File: src/rtl/snake_pkg.sv
// Shared types and screen geometry for the snake game blocks.
// Also holds the button-arbitration and direction helpers.
package snake_pkg;

    typedef enum logic [1:0] {
        DIR_RIGHT = 2'd0,
        DIR_LEFT  = 2'd1,
        DIR_UP    = 2'd2,
        DIR_DOWN  = 2'd3
    } dir_e;

    typedef enum logic [1:0] {
        ST_IDLE = 2'd0,
        ST_RUN  = 2'd1,
        ST_DEAD = 2'd2
    } state_e;

    typedef struct packed {
        logic valid;
        dir_e dir;
    } btn_req_t;

    localparam int DEF_SCREEN_WIDTH     = 640;
    localparam int DEF_SCREEN_HEIGHT    = 480;
    localparam int DEF_BORDER_THICKNESS = 20;
    localparam int DEF_STEP             = 10;
    localparam int COORD_W              = 12;

    // Priority up > down > left > right; valid is low when nothing is pressed.
    function automatic btn_req_t pick_button(input logic up, input logic down,
                                             input logic left, input logic right);
        btn_req_t req;
        req.valid = up | down | left | right;
        if (up) begin
            req.dir = DIR_UP;
        end else if (down) begin
            req.dir = DIR_DOWN;
        end else if (left) begin
            req.dir = DIR_LEFT;
        end else begin
            req.dir = DIR_RIGHT;
        end
        return req;
    endfunction

    function automatic dir_e reverse_dir(input dir_e d);
        dir_e r;
        case (d)
            DIR_RIGHT: r = DIR_LEFT;
            DIR_LEFT:  r = DIR_RIGHT;
            DIR_UP:    r = DIR_DOWN;
            DIR_DOWN:  r = DIR_UP;
            default:   r = DIR_RIGHT;
        endcase
        return r;
    endfunction

endpackage

File: src/rtl/snake_head_if.sv
// Bundle of buttons, score, VGA scan coordinate and head outputs.
// The game logic is the slave; the surrounding system (or bench) is the master.
interface snake_head_if;
    logic        btn_up;
    logic        btn_down;
    logic        btn_left;
    logic        btn_right;
    logic [7:0]  score;
    logic [11:0] x;
    logic [11:0] y;
    logic [11:0] snake_x;
    logic [11:0] snake_y;
    logic [11:0] snake_size;
    logic        game_over;
    logic [7:0]  vga_r;
    logic [7:0]  vga_g;
    logic [7:0]  vga_b;

    modport master (
        output btn_up, btn_down, btn_left, btn_right, score, x, y,
        input  snake_x, snake_y, snake_size, game_over, vga_r, vga_g, vga_b
    );

    modport slave (
        input  btn_up, btn_down, btn_left, btn_right, score, x, y,
        output snake_x, snake_y, snake_size, game_over, vga_r, vga_g, vga_b
    );
endinterface

File: src/rtl/snake_tick_gen.sv
// Game tick generator: period shrinks with score (clamped at MAX_LEVEL),
// counter runs only while enabled and the tick fires on its last count.
module snake_tick_gen #(
    parameter int TICK_CYCLES    = 5_000_000,
    parameter int SPEEDUP_CYCLES = 500_000,
    parameter int MAX_LEVEL      = 8
) (
    input  logic       clk_i,
    input  logic       rst_ni,
    input  logic       enable_i,
    input  logic [7:0] score_i,
    output logic       tick_o
);

    localparam int MIN_PERIOD = TICK_CYCLES - MAX_LEVEL * SPEEDUP_CYCLES;

    if (MIN_PERIOD < 2) begin : g_period_check
        $error("snake_tick_gen: fastest tick period must be at least 2 clocks");
    end

    logic [31:0] count_q;
    logic [31:0] count_d;
    logic [31:0] level_s;
    logic [31:0] period_s;

    // Current period from the clamped score level.
    always_comb begin
        if (32'(score_i) > 32'(MAX_LEVEL)) begin
            level_s = 32'(MAX_LEVEL);
        end else begin
            level_s = 32'(score_i);
        end
        period_s = 32'(TICK_CYCLES) - level_s * 32'(SPEEDUP_CYCLES);
    end

    // ">=" so a mid-count drop in period fires on the next cycle instead of overrunning.
    assign tick_o = enable_i && (count_q >= (period_s - 32'd1));

    // Next count: held at zero when disabled, wraps on a tick.
    always_comb begin
        count_d = count_q;
        if (!enable_i) begin
            count_d = 32'd0;
        end else if (tick_o) begin
            count_d = 32'd0;
        end else begin
            count_d = count_q + 32'd1;
        end
    end

    // Counter register.
    always_ff @(posedge clk_i or negedge rst_ni) begin
        if (!rst_ni) begin
            count_q <= 32'd0;
        end else begin
            count_q <= count_d;
        end
    end

endmodule

File: src/rtl/snake_head.sv
// Snake head movement controller: button-driven direction, tick-paced grid
// movement with border collision, and the green head pixel for the VGA mixer.
module snake_head
    import snake_pkg::*;
#(
    parameter int SCREEN_WIDTH     = DEF_SCREEN_WIDTH,
    parameter int SCREEN_HEIGHT    = DEF_SCREEN_HEIGHT,
    parameter int BORDER_THICKNESS = DEF_BORDER_THICKNESS,
    parameter int STEP             = DEF_STEP,
    parameter int TICK_CYCLES      = 5_000_000,
    parameter int SPEEDUP_CYCLES   = 500_000,
    parameter int MAX_LEVEL        = 8
) (
    input logic         CLOCK_50,
    input logic         reset_n,
    snake_head_if.slave bus
);

    localparam logic [11:0] START_X = 12'(((SCREEN_WIDTH / 2) / STEP) * STEP);
    localparam logic [11:0] START_Y = 12'(((SCREEN_HEIGHT / 2) / STEP) * STEP);
    localparam logic [12:0] STEP13  = 13'(STEP);
    localparam logic [12:0] MIN_POS = 13'(BORDER_THICKNESS);
    localparam logic [13:0] MAX_X_END = 14'(SCREEN_WIDTH - BORDER_THICKNESS);
    localparam logic [13:0] MAX_Y_END = 14'(SCREEN_HEIGHT - BORDER_THICKNESS);

    logic [1:0]  rst_sync_q;
    logic        fsm_rst_n_s;
    state_e      state_q;
    dir_e        dir_q;
    dir_e        pending_q;
    logic [11:0] snake_x_q;
    logic [11:0] snake_y_q;
    logic        game_over_q;

    btn_req_t    req_s;
    logic        tick_s;
    logic [12:0] next_x_s;
    logic [12:0] next_y_s;
    logic        legal_s;
    logic        inside_s;

    // Assert asynchronously, release after two clock edges.
    always_ff @(posedge CLOCK_50 or negedge reset_n) begin
        if (!reset_n) begin
            rst_sync_q <= 2'b00;
        end else begin
            rst_sync_q <= {rst_sync_q[0], 1'b1};
        end
    end

    assign fsm_rst_n_s = rst_sync_q[1];

    snake_tick_gen #(
        .TICK_CYCLES   (TICK_CYCLES),
        .SPEEDUP_CYCLES(SPEEDUP_CYCLES),
        .MAX_LEVEL     (MAX_LEVEL)
    ) u_tick_gen (
        .clk_i   (CLOCK_50),
        .rst_ni  (fsm_rst_n_s),
        .enable_i(state_q == ST_RUN),
        .score_i (bus.score),
        .tick_o  (tick_s)
    );

    // Candidate position one step along pending; 13 bits so stepping below 0 stays out of range.
    always_comb begin
        req_s    = pick_button(bus.btn_up, bus.btn_down, bus.btn_left, bus.btn_right);
        next_x_s = {1'b0, snake_x_q};
        next_y_s = {1'b0, snake_y_q};
        case (pending_q)
            DIR_RIGHT: next_x_s = {1'b0, snake_x_q} + STEP13;
            DIR_LEFT:  next_x_s = {1'b0, snake_x_q} - STEP13;
            DIR_UP:    next_y_s = {1'b0, snake_y_q} - STEP13;
            DIR_DOWN:  next_y_s = {1'b0, snake_y_q} + STEP13;
            default: begin
                next_x_s = {1'b0, snake_x_q};
                next_y_s = {1'b0, snake_y_q};
            end
        endcase
        legal_s = (next_x_s >= MIN_POS)
               && (({1'b0, next_x_s} + {1'b0, STEP13}) <= MAX_X_END)
               && (next_y_s >= MIN_POS)
               && (({1'b0, next_y_s} + {1'b0, STEP13}) <= MAX_Y_END);
    end

    // Game FSM with registered position and game_over.
    always_ff @(posedge CLOCK_50 or negedge fsm_rst_n_s) begin
        if (!fsm_rst_n_s) begin
            state_q     <= ST_IDLE;
            dir_q       <= DIR_RIGHT;
            pending_q   <= DIR_RIGHT;
            snake_x_q   <= START_X;
            snake_y_q   <= START_Y;
            game_over_q <= 1'b0;
        end else begin
            case (state_q)
                ST_IDLE: begin
                    if (req_s.valid) begin
                        state_q   <= ST_RUN;
                        dir_q     <= req_s.dir;
                        pending_q <= req_s.dir;
                    end
                end
                ST_RUN: begin
                    if (req_s.valid && (req_s.dir != reverse_dir(dir_q))) begin
                        pending_q <= req_s.dir;
                    end
                    // The move uses the pending value from before this edge.
                    if (tick_s) begin
                        dir_q <= pending_q;
                        if (legal_s) begin
                            snake_x_q <= next_x_s[11:0];
                            snake_y_q <= next_y_s[11:0];
                        end else begin
                            state_q     <= ST_DEAD;
                            game_over_q <= 1'b1;
                        end
                    end
                end
                ST_DEAD: begin
                    state_q     <= ST_DEAD;
                    game_over_q <= 1'b1;
                end
                default: begin
                    state_q <= ST_IDLE;
                end
            endcase
        end
    end

    // Head pixel test against the current scan coordinate.
    always_comb begin
        inside_s = ({1'b0, bus.x} >= {1'b0, snake_x_q})
                && ({1'b0, bus.x} <  ({1'b0, snake_x_q} + STEP13))
                && ({1'b0, bus.y} >= {1'b0, snake_y_q})
                && ({1'b0, bus.y} <  ({1'b0, snake_y_q} + STEP13));
        if (inside_s) begin
            bus.vga_g = 8'hFF;
        end else begin
            bus.vga_g = 8'h00;
        end
        bus.vga_r = 8'h00;
        bus.vga_b = 8'h00;
    end

    assign bus.snake_x    = snake_x_q;
    assign bus.snake_y    = snake_y_q;
    assign bus.snake_size = 12'(STEP);
    assign bus.game_over  = game_over_q;

endmodule

File: src/flat_wrapper.sv
// flat-port wrapper written by rule: the top's interface ports become plain ports
module snake_head_flat import snake_pkg::*;
#(
    parameter int SCREEN_WIDTH     = DEF_SCREEN_WIDTH,
    parameter int SCREEN_HEIGHT    = DEF_SCREEN_HEIGHT,
    parameter int BORDER_THICKNESS = DEF_BORDER_THICKNESS,
    parameter int STEP             = DEF_STEP,
    parameter int TICK_CYCLES      = 5_000_000,
    parameter int SPEEDUP_CYCLES   = 500_000,
    parameter int MAX_LEVEL        = 8
)
  (CLOCK_50, reset_n, bus_btn_up, bus_btn_down, bus_btn_left, bus_btn_right, bus_score, bus_x, bus_y, bus_snake_x, bus_snake_y, bus_snake_size, bus_game_over, bus_vga_r, bus_vga_g, bus_vga_b);
  snake_head_if bus_i ();
  input logic CLOCK_50;
  input logic reset_n;
  input wire logic [$bits(bus_i.btn_up)-1:0] bus_btn_up;
  input wire logic [$bits(bus_i.btn_down)-1:0] bus_btn_down;
  input wire logic [$bits(bus_i.btn_left)-1:0] bus_btn_left;
  input wire logic [$bits(bus_i.btn_right)-1:0] bus_btn_right;
  input wire logic [$bits(bus_i.score)-1:0] bus_score;
  input wire logic [$bits(bus_i.x)-1:0] bus_x;
  input wire logic [$bits(bus_i.y)-1:0] bus_y;
  output wire logic [$bits(bus_i.snake_x)-1:0] bus_snake_x;
  output wire logic [$bits(bus_i.snake_y)-1:0] bus_snake_y;
  output wire logic [$bits(bus_i.snake_size)-1:0] bus_snake_size;
  output wire logic [$bits(bus_i.game_over)-1:0] bus_game_over;
  output wire logic [$bits(bus_i.vga_r)-1:0] bus_vga_r;
  output wire logic [$bits(bus_i.vga_g)-1:0] bus_vga_g;
  output wire logic [$bits(bus_i.vga_b)-1:0] bus_vga_b;
  assign bus_i.btn_up = bus_btn_up;
  assign bus_i.btn_down = bus_btn_down;
  assign bus_i.btn_left = bus_btn_left;
  assign bus_i.btn_right = bus_btn_right;
  assign bus_i.score = bus_score;
  assign bus_i.x = bus_x;
  assign bus_i.y = bus_y;
  assign bus_snake_x = bus_i.snake_x;
  assign bus_snake_y = bus_i.snake_y;
  assign bus_snake_size = bus_i.snake_size;
  assign bus_game_over = bus_i.game_over;
  assign bus_vga_r = bus_i.vga_r;
  assign bus_vga_g = bus_i.vga_g;
  assign bus_vga_b = bus_i.vga_b;
  snake_head #(.SCREEN_WIDTH(SCREEN_WIDTH), .SCREEN_HEIGHT(SCREEN_HEIGHT), .BORDER_THICKNESS(BORDER_THICKNESS), .STEP(STEP), .TICK_CYCLES(TICK_CYCLES), .SPEEDUP_CYCLES(SPEEDUP_CYCLES), .MAX_LEVEL(MAX_LEVEL)) u_core (.CLOCK_50(CLOCK_50), .reset_n(reset_n), .bus(bus_i));
endmodule
File: config.mk
export PLATFORM = sky130hd
export DESIGN_NAME = snake_head_flat
export DESIGN_NICKNAME = d
export VERILOG_FILES = /design/src/rtl/snake_pkg.sv /design/src/rtl/snake_head_if.sv /design/src/rtl/snake_tick_gen.sv /design/src/rtl/snake_head.sv /design/src/flat_wrapper.sv
export SDC_FILE = /design/constraint.sdc
export NUM_CORES = 1
export LEC_CHECK = 0
export BUFFER_PORTS_ARGS = -buffer_cell sky130_fd_sc_hd__buf_2
export CORE_ASPECT_RATIO = 2
export CORE_UTILIZATION = 45
export DETAILED_ROUTE_END_ITERATION = 8
export GPL_ROUTABILITY_DRIVEN = 0
export SLEW_MARGIN = 20
export SYNTH_ARGS = -nofsm -noshare
export SYNTH_HDL_FRONTEND = slang
export SYNTH_HIERARCHICAL = 1
export SYNTH_SLANG_ARGS = --single-unit
File: constraint.sdc
create_clock -name CLOCK_50 -period 10.8 [get_ports CLOCK_50]
set_input_delay 0.54 -clock CLOCK_50 [delete_from_list [all_inputs] [get_ports CLOCK_50]]
set_output_delay 0.54 -clock CLOCK_50 [all_outputs]
set_load 0.05 [all_outputs]
==> flow_summary.ini <==
[yosys]
synth_area_leaders = ha_1 20%, dfrtp_1 16%, xnor2_1 7.0%, nor2_1 3.9%, buf_4 3.3%
ys_types = 103
synthCells = 1078
synth_top_area_share_pct = 19.8
synth.most_common_cell = ha_1
synth_top_area_cell = ha_1
synth-edff-count = 0
synthArstFlopShare_pct = 100
yosys_warnings = 6
synthTopCellsByCount = 145 x ha_1, 96 x nor2_1, 77 x inv_1
ys.flop_type = dfrtp_1
syn_area_um2 = 9150
yosysSeqAreaShare_pct = 17.3
syn_avg_cell_area_um2 = 8.48
ys_ff_latch = 63

[pwr]
total_leakage_power_nw = 4.61
p_sw_mw = 0.579
total_power_mw = 1.31
p_per_area_nw_per_um2 = 132
switching_share_pct = 44.3
ir_worst_vdd_mv = 0.128
p_comb_share_pct = 56.8
p_seq_share_pct = 20.0
p_int_mw = 0.728
p_clk_share_pct = 23.1

[worst_setup_path]
worst-path-max-fanout = 13
r2r_start = u_core/bus.snake_x[1]
required_ps = 11020
worstSetupStartpointType = input port
worstSetupPathType = input port to flop
arrival_ps = 7630
r2r_slack_ps = 5780
crit_path_end_kind = flop
critPathLaunch = bus_score[5]

[grt]
antenna_found_initial = 0
grt_pass1_vias = 7974
grt_max_degree = 62
grt_usage_pct = 22.4
grt_pass1_wl_um = 36600
overflow = 0

[detailed_routing]
highest_layer = met4
route.met3.wl_um = 420
dr.pass1.iters = 5
drcViolationCount = 0
wl_met2_um = 13100
wl_met1_um = 7920
vias_per_cell = 5.60
dr_total_vias = 7878
initialDrtViolationCount = 229
routedWlPerCell_um = 16.0
wirelength_um = 22500
ant_nets = 0

[clock_network]
clkLatencyLatePin_ps = 340
clk_path_buf_depth = 2
cts_made_buffers = 9
clock_sinks = 63
cts_htree_levels = 3
cts.reportedPaths.clkPinSlew_ps = 60
cts_tree = done
root_buffer = clkbuf_16

[die]
core-area_um2 = 19900
die_w_um = 103
die_height_um = 204
io_pins = 99
die_area_um2 = 20900
rows = 73
start_util_pct = 45.9

[timing]
hold_viol = 0
relSlewSlack_pct = 41.8
drv_slew = 0
fin_setup_tns_ps = 0
rsz0062_at_grt = false
fin_skew_ps = 5.44
setup_viol_count_final = 0
worst_slew_pin_slew_ps = 865
fin_crit_ps = 7410
holdWs_ps = 359
fmax_mhz = 135
period_share_pct = 68.6

[place]
io_buffers = 68
dp_hpwl_um = 18400

[finish]
area_growth_pct = 7.94
nets = 1339
drive_gt1_share_pct = 12.3
num_antenna_cells = 0

[run]
drv_cap = 0

[min_path]
holdCritStartpoint = u_core/rst_sync_q[0]
hp-class = flop to flop

[run_status]
status = finished, final reports clean
-- power by group through the flow --
stage          registers, mW  logic (mW)  clock network (mW)
2_1_floorplan          0.267       0.605                   0
3_3_place_gp           0.265       0.719                   0
6_report               0.262       0.742               0.302
3_5_place_dp           0.266       0.723                   0
5_1_grt                0.263       0.824               0.319
4_1_cts                0.262       0.727               0.309
-- stage by stage --
| step | cells | instance area, um^2 | setup WS, ps | util, % |
|---|---|---|---|---|
| 6_report | 1408 | 9870 | 3390 | 49.6 |
| 5_1_grt | 1408 | 9870 | 2940 | 49.6 |
| 4_1_cts | 1408 | 9870 | 3400 | 49.6 |
| 3_5_place_dp | 1391 | 9550 | 3040 | 48.0 |
| 3_3_place_gp | 1391 | 9550 | 3260 | 48.0 |
| 2_1_floorplan | 1131 | 9340 | 3890 | - |
-- path summary, 6_finish.rpt --
path | end | cells past startpoint
min in group asynchronous | u_core/u_tick_gen/count_q[7] | 1
min reg2reg | u_core/rst_sync_q[1] | 0
max in group asynchronous | u_core/u_tick_gen/count_q[23] | 1
min | u_core/rst_sync_q[1] | 0
max | u_core/bus.snake_x[7] | 28
max reg2reg | u_core/bus.snake_x[7] | 14
-- cell usage in the layout (no fill, tap or decap), types with 18 or more instances in the layout --
master | netlist | layout
ha_1 | 145 | 145
conb_1 | 4 | 57
nor3_1 | 29 | 29
inv_1 | 77 | 77
nand4_1 | 22 | 22
a21oi_1 | 39 | 39
and3_1 | 21 | 21
buf_2 | 6 | 68
nand2_1 | 56 | 56
nor2_1 | 96 | 96
nand3_1 | 23 | 23
xnor2_1 | 73 | 73
a211oi_1 | 18 | 18
xor2_1 | 26 | 26
o21ai_0 | 45 | 45
a21o_1 | 18 | 18
dfrtp_1 | 57 | 56
-- routing by layer --
layer | up-vias | global-route usage [%]
li1 | 3926 | -
met1 | 3747 | 20.4
met2 | 139 | 45.5
met3 | 66 | 1.75
met4 | 0 | 12.8
met5 | - | 0
-- worst max-delay path, cell delays in order --
cell and delay, ps:
buf_2 90, nor3_1 310, and2_1 330, inv_1 80
ha_1 320, ha_1 320, fa_1 520, inv_1 60
fa_1 530, inv_1 40, ha_1 360, a21oi_1 200
nand2_1 70, a211oi_1 420, and2_1 280, xnor2_1 210
o21a_1 270, nor2_1 70, ha_1 290, nand4_1 100
a211oi_1 310, a21o_1 170, a41o_1 110, o21ai_0 120
a21boi_0 310, o221ai_2 290, nor2_4 510, mux2_2 390
-- final cells by class --
cell class	instances	area, um^2
Clock buffer	11	253
Clock inverter	5	56.3
Fill cell	2027	10000
Inverter	82	308
Multi-Input combinational cell	912	6960
Sequential cell	63	1590
Tap cell	262	328
Timing Repair Buffer	73	380
-- timing repair --
item	CTS	global route
resized for setup	0	0
setup buffers	0	0
hold buffers	1	0
endpoints found under the hold margin	2	0
-- logic make-up after synthesis --
logic type	Yosys count	share of synthesized area, %
DFF	63	17.3
buffers and inverters	156	8.74
AOI/OAI and AO/OA	235	18.8
other	4	0.164
xor gates and xnor gates	100	9.66
and+or+nand+nor	339	19.7
muxes	21	2.54
adders and majority gates	160	23.1
-- flip-flops by register name, summed over array words and instances (netlist names) --
name,cells
u_core/bus.game_over,1
u_core/bus.snake_x,11
u_core/bus.snake_y,11
u_core/dir_q,2
u_core/pending_q,2
u_core/rst_sync_q,2
u_core/state_q,2
u_core/u_tick_gen/count_q,32
Power figures use the tool's default switching activity.
